### config.mk
export PLATFORM = sky130hd
export DESIGN_NAME = pwm_duty_decoder
export DESIGN_NICKNAME = d
export VERILOG_FILES = /design/src/rtl/pwm_duty_decoder.sv
export SDC_FILE = /design/constraint.sdc
export NUM_CORES = 1
export LEC_CHECK = 0
export CORE_MARGIN = 1
export CORE_UTILIZATION = 50
export DETAILED_ROUTE_END_ITERATION = 10
export GPL_TIMING_DRIVEN = 1
export MAX_ROUTING_LAYER = met4
export PLACE_DENSITY = 0.73
export RECOVER_POWER = 50
export SYNTH_ARGS = -nofsm -noshare
export SYNTH_HDL_FRONTEND = slang
export SYNTH_SLANG_ARGS = --single-unit
### constraint.sdc
create_clock -name clk -period 6.6 [get_ports clk]
set_clock_uncertainty 0.2 [all_clocks]
set_input_delay 1.32 -clock clk [delete_from_list [all_inputs] [get_ports clk]]
set_output_delay 1.32 -clock clk [all_outputs]
set_load 0.02 [all_outputs]
### src/rtl/pwm_duty_decoder.sv
`default_nettype none
// ============================================================================
// Module   : pwm_duty_decoder
// Brief    : Measures high time and period of a PWM input, reports duty in
//            percent and flags a line stuck at 0 % or 100 %.
// Revision : 1.0 - initial release
// ============================================================================
module pwm_duty_decoder #(
  parameter int CNT_W   = 16,
  parameter int TIMEOUT = 1000
) (
  input  logic             clk,
  input  logic             rst,
  input  logic             pwm_in,
  output logic [CNT_W-1:0] high_cnt,
  output logic [CNT_W-1:0] period_cnt,
  output logic [6:0]       duty_pct,
  output logic             meas_valid,
  output logic             stuck,
  output logic             stuck_level
);

  localparam int               c_DIV_W   = CNT_W + 7;
  localparam logic [CNT_W-1:0] c_TIMEOUT = CNT_W'(TIMEOUT);
  localparam logic [CNT_W-1:0] c_ONE     = CNT_W'(1);
  localparam logic [c_DIV_W-1:0] c_HUNDRED = c_DIV_W'(100);

  typedef enum logic [1:0] {
    S_IDLE = 2'd0,
    S_HIGH = 2'd1,
    S_LOW  = 2'd2
  } state_t;

  logic               r_sync;
  logic               r_lvl;
  logic               r_lvl_d;
  logic               w_rise;
  logic               w_fall;
  logic               w_edge;
  logic [CNT_W-1:0]   r_run;
  logic               w_timeout;

  state_t             r_state;
  state_t             w_state_nx;
  logic [CNT_W-1:0]   r_h;
  logic [CNT_W-1:0]   r_l;
  logic [CNT_W-1:0]   w_h_nx;
  logic [CNT_W-1:0]   w_l_nx;
  logic               w_capture;

  logic               r_busy;
  logic [2:0]         r_k;
  logic [c_DIV_W-1:0] r_rem;
  logic [CNT_W-1:0]   r_div;
  logic [CNT_W-1:0]   r_cap_h;
  logic [6:0]         r_quo;
  logic [c_DIV_W-1:0] w_trial;
  logic               w_ge;
  logic [6:0]         w_quo_nx;
  logic               w_div_done;

  logic               r_pend;
  logic               w_report_req;
  logic               w_fire;

  // Two-flop synchronizer plus one delay stage for edge detection
  always_ff @(posedge clk) begin
    if (rst) begin
      r_sync  <= 1'b0;
      r_lvl   <= 1'b0;
      r_lvl_d <= 1'b0;
    end else begin
      r_sync  <= pwm_in;
      r_lvl   <= r_sync;
      r_lvl_d <= r_lvl;
    end
  end

  assign w_rise = r_lvl & ~r_lvl_d;
  assign w_fall = ~r_lvl & r_lvl_d;
  assign w_edge = r_lvl ^ r_lvl_d;

  always_ff @(posedge clk) begin
    if (rst) begin
      r_run <= '0;
    end else if (w_edge) begin
      r_run <= '0;
    end else if (r_run != c_TIMEOUT) begin
      r_run <= r_run + c_ONE;
    end
  end

  assign w_timeout = (r_run == c_TIMEOUT) && !w_edge;

  always_ff @(posedge clk) begin
    if (rst) begin
      r_state <= S_IDLE;
      r_h     <= '0;
      r_l     <= '0;
    end else begin
      r_state <= w_state_nx;
      r_h     <= w_h_nx;
      r_l     <= w_l_nx;
    end
  end

  always_comb begin
    w_state_nx = r_state;
    w_h_nx     = r_h;
    w_l_nx     = r_l;
    w_capture  = 1'b0;
    if (w_timeout) begin
      w_state_nx = S_IDLE;
      w_h_nx     = '0;
      w_l_nx     = '0;
    end else begin
      case (r_state)
        S_IDLE: begin
          if (w_rise) begin
            w_state_nx = S_HIGH;
            w_h_nx     = c_ONE;
            w_l_nx     = '0;
          end
        end
        S_HIGH: begin
          if (w_fall) begin
            w_state_nx = S_LOW;
            w_l_nx     = c_ONE;
          end else begin
            w_h_nx = r_h + c_ONE;
          end
        end
        S_LOW: begin
          if (w_rise) begin
            w_capture  = 1'b1;
            w_state_nx = S_HIGH;
            w_h_nx     = c_ONE;
            w_l_nx     = '0;
          end else begin
            w_l_nx = r_l + c_ONE;
          end
        end
        default: begin
          w_state_nx = S_IDLE;
          w_h_nx     = '0;
          w_l_nx     = '0;
        end
      endcase
    end
  end

  // Restoring divider: quotient bit k set when (period << k) fits the remainder
  assign w_trial    = {7'b0, r_div} << r_k;
  assign w_ge       = (w_trial <= r_rem);
  assign w_quo_nx   = r_quo | (7'(w_ge) << r_k);
  assign w_div_done = r_busy && (r_k == 3'd0);

  always_ff @(posedge clk) begin
    if (rst) begin
      r_busy  <= 1'b0;
      r_k     <= 3'd0;
      r_rem   <= '0;
      r_div   <= '0;
      r_cap_h <= '0;
      r_quo   <= '0;
    end else if (w_capture && !r_busy) begin
      r_busy  <= 1'b1;
      r_k     <= 3'd6;
      r_rem   <= {7'b0, r_h} * c_HUNDRED;
      r_div   <= r_h + r_l;
      r_cap_h <= r_h;
      r_quo   <= '0;
    end else if (r_busy) begin
      if (w_ge) begin
        r_rem <= r_rem - w_trial;
      end
      r_quo <= w_quo_nx;
      if (r_k == 3'd0) begin
        r_busy <= 1'b0;
      end else begin
        r_k <= r_k - 3'd1;
      end
    end
  end

  // A new stuck report is due on timeout unless the same condition was
  // already reported; it waits while a division is in flight.
  assign w_report_req = w_timeout && !r_pend && (!stuck || (stuck_level != r_lvl));
  assign w_fire       = (w_report_req || r_pend) && !r_busy && !w_edge;

  always_ff @(posedge clk) begin
    if (rst) begin
      r_pend <= 1'b0;
    end else if (w_edge || w_fire) begin
      r_pend <= 1'b0;
    end else if (w_report_req && r_busy) begin
      r_pend <= 1'b1;
    end
  end

  always_ff @(posedge clk) begin
    if (rst) begin
      high_cnt    <= '0;
      period_cnt  <= '0;
      duty_pct    <= '0;
      meas_valid  <= 1'b0;
      stuck       <= 1'b0;
      stuck_level <= 1'b0;
    end else begin
      meas_valid <= 1'b0;
      if (w_div_done) begin
        high_cnt   <= r_cap_h;
        period_cnt <= r_div;
        duty_pct   <= w_quo_nx;
        meas_valid <= 1'b1;
      end else if (w_fire) begin
        high_cnt    <= '0;
        period_cnt  <= '0;
        duty_pct    <= r_lvl ? 7'd100 : 7'd0;
        meas_valid  <= 1'b1;
        stuck       <= 1'b1;
        stuck_level <= r_lvl;
      end
      if (w_rise) begin
        stuck <= 1'b0;
      end
    end
  end

endmodule
`default_nettype wire

==> reports/results.ini <==
[run_status]
outcome=finished, violations left
violations=max-capacitance violations, max-slew violations

[clocking]
clockBufferDepth=2
cts-buffers-inserted=17
ctsResizeCount=0
cts_tree=yes
clk_pin_slew_ns=0.07
cts.sinks=162
clock_latency_ns=0.43
postCtsSetupRepairBufs=0
htree_num_levels=4
ctsHoldBuffers=0
cts_root_buffer=clkbuf_16

[grt]
antenna_found_initial=1
overflow=0
grt_max_degree=85
grt_pass1_vias=8850
grt_pass1_wl_um=44900
track_usage_pct=26.4

[finish]
finalNonFillerCells=1627
area_growth_syn_to_layout_pct=11.2
multiInputGateArea_mm2=0.00698
drive_gt1_share_pct=5.41
fillerInstances=1924
seq_area_mm2=0.00324
post-route-cell-area_mm2=0.0120
nets=1456

[drt]
finalWirelength_um=28100
ant_nets=0
wire_per_inst_um=17.2
wl_met3_um=1540
route.vias.total=9559
drcViolationCount=0
m1WireLength_um=13400
vias_per_cell=5.88
met2WireLength_um=12000
drt_iter0_markers=754
top_layer_used=met4
first_pass_iters=6

[logic_synthesis]
synth_seq_cells=162
synth.avg_cell_area_um2=8.14
syn_nets=1446
synthTopCellsByCount=162 x dfxtp_1, 156 x nand2_1, 133 x a21oi_1
syn-cell-area_mm2=0.0108
yosys.area.top_type_share_pct=30.0
synth_area_leaders=dfxtp_1 30%, ha_1 12%, a21oi_1 6.2%, nand2_1 5.4%, nand3_1 3.5%
synth-main-ff-cell=dfxtp_1
seq_area_frac_synth_pct=30.0
ys_types=81
synth-edff-count=0
ys_async_sr_fraction_pct=0
synthCells=1328
yosys.area.top_type=dfxtp_1
ys_warn_count=0
synth.most_common_cell=dfxtp_1

[sta]
rsz0062_at_grt=false
max_freq_ghz=0.194
slew_violations=85
setup_tns_ns=0
finalCritPeriodShare_pct=78.2
hold_violations=0
setup_viol=0
max_slew_margin_pct=-151
worst_pin_slew_ns=3.77
min_period_ns=5.16
hold_ws_ns=0.251

[pwr]
leakage_nw=4.96
pwr-share-comb_pct=9.0
p_switching_w=0.000602
max-vdd-ir-drop_mv=0.156
swShare_pct=26.2
powerDensity_mw_per_mm2=191
clock_power_share_pct=47.4
pwr-share-seq_pct=43.6
intPower_w=0.00169

[critical_path]
arrival_ns=5.28
worstPathMaxFanout=84
required_ns=6.72
crit_type=primary input to flip-flop
endpoint_kind=flip-flop
startpoint_type=primary input

[placed_design]
gp_congestion=1.05
dp_hpwl_um=21000
io_buffers=44
numPlacedInstances=1594
dpl_cell_area_mm2=0.0114

[floorplan]
core_region_area_mm2=0.0211
rows=53
fp.dieW_um=149
start_util_pct=51.3
dieArea_mm2=0.0222
ioPinCount=45
die_h_um=149

[min_path]
hold_path_class=flip-flop to flip-flop

[flow_run]
drv_cap=1

layout make-up:
| cell class | count | share of cell area, % |
|---|---|---|
| multi-input combinational | 1018 | 58.1 |
| inverter | 85 | 2.65 |
| clock inverter | 14 | 1.77 |
| timing repair buffer | 54 | 4.11 |
| sequential | 162 | 27.0 |
| tap | 275 | 2.86 |
| antenna | 2 | 0.0416 |
| clock buffer | 17 | 3.54 |
critical path, cell delays in order:
cell and delay [ns]:
clkbuf_1 0.63, clkbuf_1 2.71, a211oi_1 0.12, a311o_1 0.48
logic make-up after synthesis:
kind of cell	count (synthesis)	synth area share, %
and+or+nand+nor	480	21.7
AOI/OAI and AO/OA	320	19.9
DFF	162	30.0
buffers and inverters	148	5.50
adders and majority gates	115	14.2
xor gates and xnor gates	67	5.43
muxes	36	3.36
stage by stage:
| stage | total power [W] | setup WS (ns) | util, % |
|---|---|---|---|
| floorplan | 0.00117 | 2.98 | - |
| global placement | 0.00122 | 1.95 | 54.1 |
| detailed placement | 0.00123 | 1.88 | 54.1 |
| CTS | 0.00231 | 1.85 | 57.1 |
| global route | 0.00238 | 1.12 | 57.0 |
| finish | 0.00230 | 1.44 | 57.0 |
power groups by stage:
stage | Combinational, W | Clock [W] | Sequential [W]
6_report | 0.000205 | 0.00109 | 0.00100
5_1_grt | 0.000229 | 0.00115 | 0.00100
4_1_cts | 0.000206 | 0.00111 | 0.00100
3_5_place_dp | 0.000203 | 0 | 0.00102
3_3_place_gp | 0.000202 | 0 | 0.00102
2_1_floorplan | 0.000157 | 0 | 0.00102
sequential cells by signal, indices dropped and copies added (netlist names):
register,cells
r_rem,23
r_state,2
stuck,1
period_cnt,16
r_cap_h,16
r_k,3
r_lvl_d,1
meas_valid,1
stuck_level,1
r_pend,1
r_quo,7
r_h,16
r_busy,1
r_l,16
high_cnt,16
duty_pct,7
r_lvl,1
r_sync,1
r_run,16
r_div,16
cell usage in the layout (no fill, tap or decap), types with 7 or more instances in the layout:
cell,Yosys,routed
a21oi_1,133,133
o21a_1,7,7
dfxtp_1,162,162
nor2_1,89,89
nand4_1,24,24
xor2_1,30,30
nand3_1,76,75
nand2_1,156,156
ha_1,102,102
a31oi_1,15,15
nor3_1,32,32
o21bai_1,9,9
and2_1,7,7
xnor2_1,37,37
a21o_1,15,15
o21ai_0,35,36
a211oi_1,8,8
or3_1,14,14
and4_1,11,11
fa_1,13,13
o211ai_1,23,23
nand2b_1,12,12
inv_1,84,84
and3_1,21,21
clkbuf_16,0,17
dlygate4sd3_1,0,18
mux2i_1,34,34
clkdlybuf4s50_1,0,25
nor2b_1,11,11
per-layer routing:
layer / vias up / track usage, %
met5: - / -
met4: 0 / 12.0
met3: 66 / 5.57
met2: 264 / 38.1
met1: 4463 / 35.0
li1: 4766 / -
path summary, 6_finish.rpt:
| kind | from | to | slack, ns | depth (start not counted) |
|---|---|---|---|---|
| worst max register to register | r_k[2] | r_rem[19] | 1.63 | 12 |
| worst max-delay path | rst | r_rem[13] | 1.44 | 4 |
| worst min-delay path | r_cap_h[11] | high_cnt[11] | 0.25 | 2 |
| worst min register to register | r_cap_h[11] | high_cnt[11] | 0.25 | 2 |
Note: power is estimated with default switching activity, not from simulation.
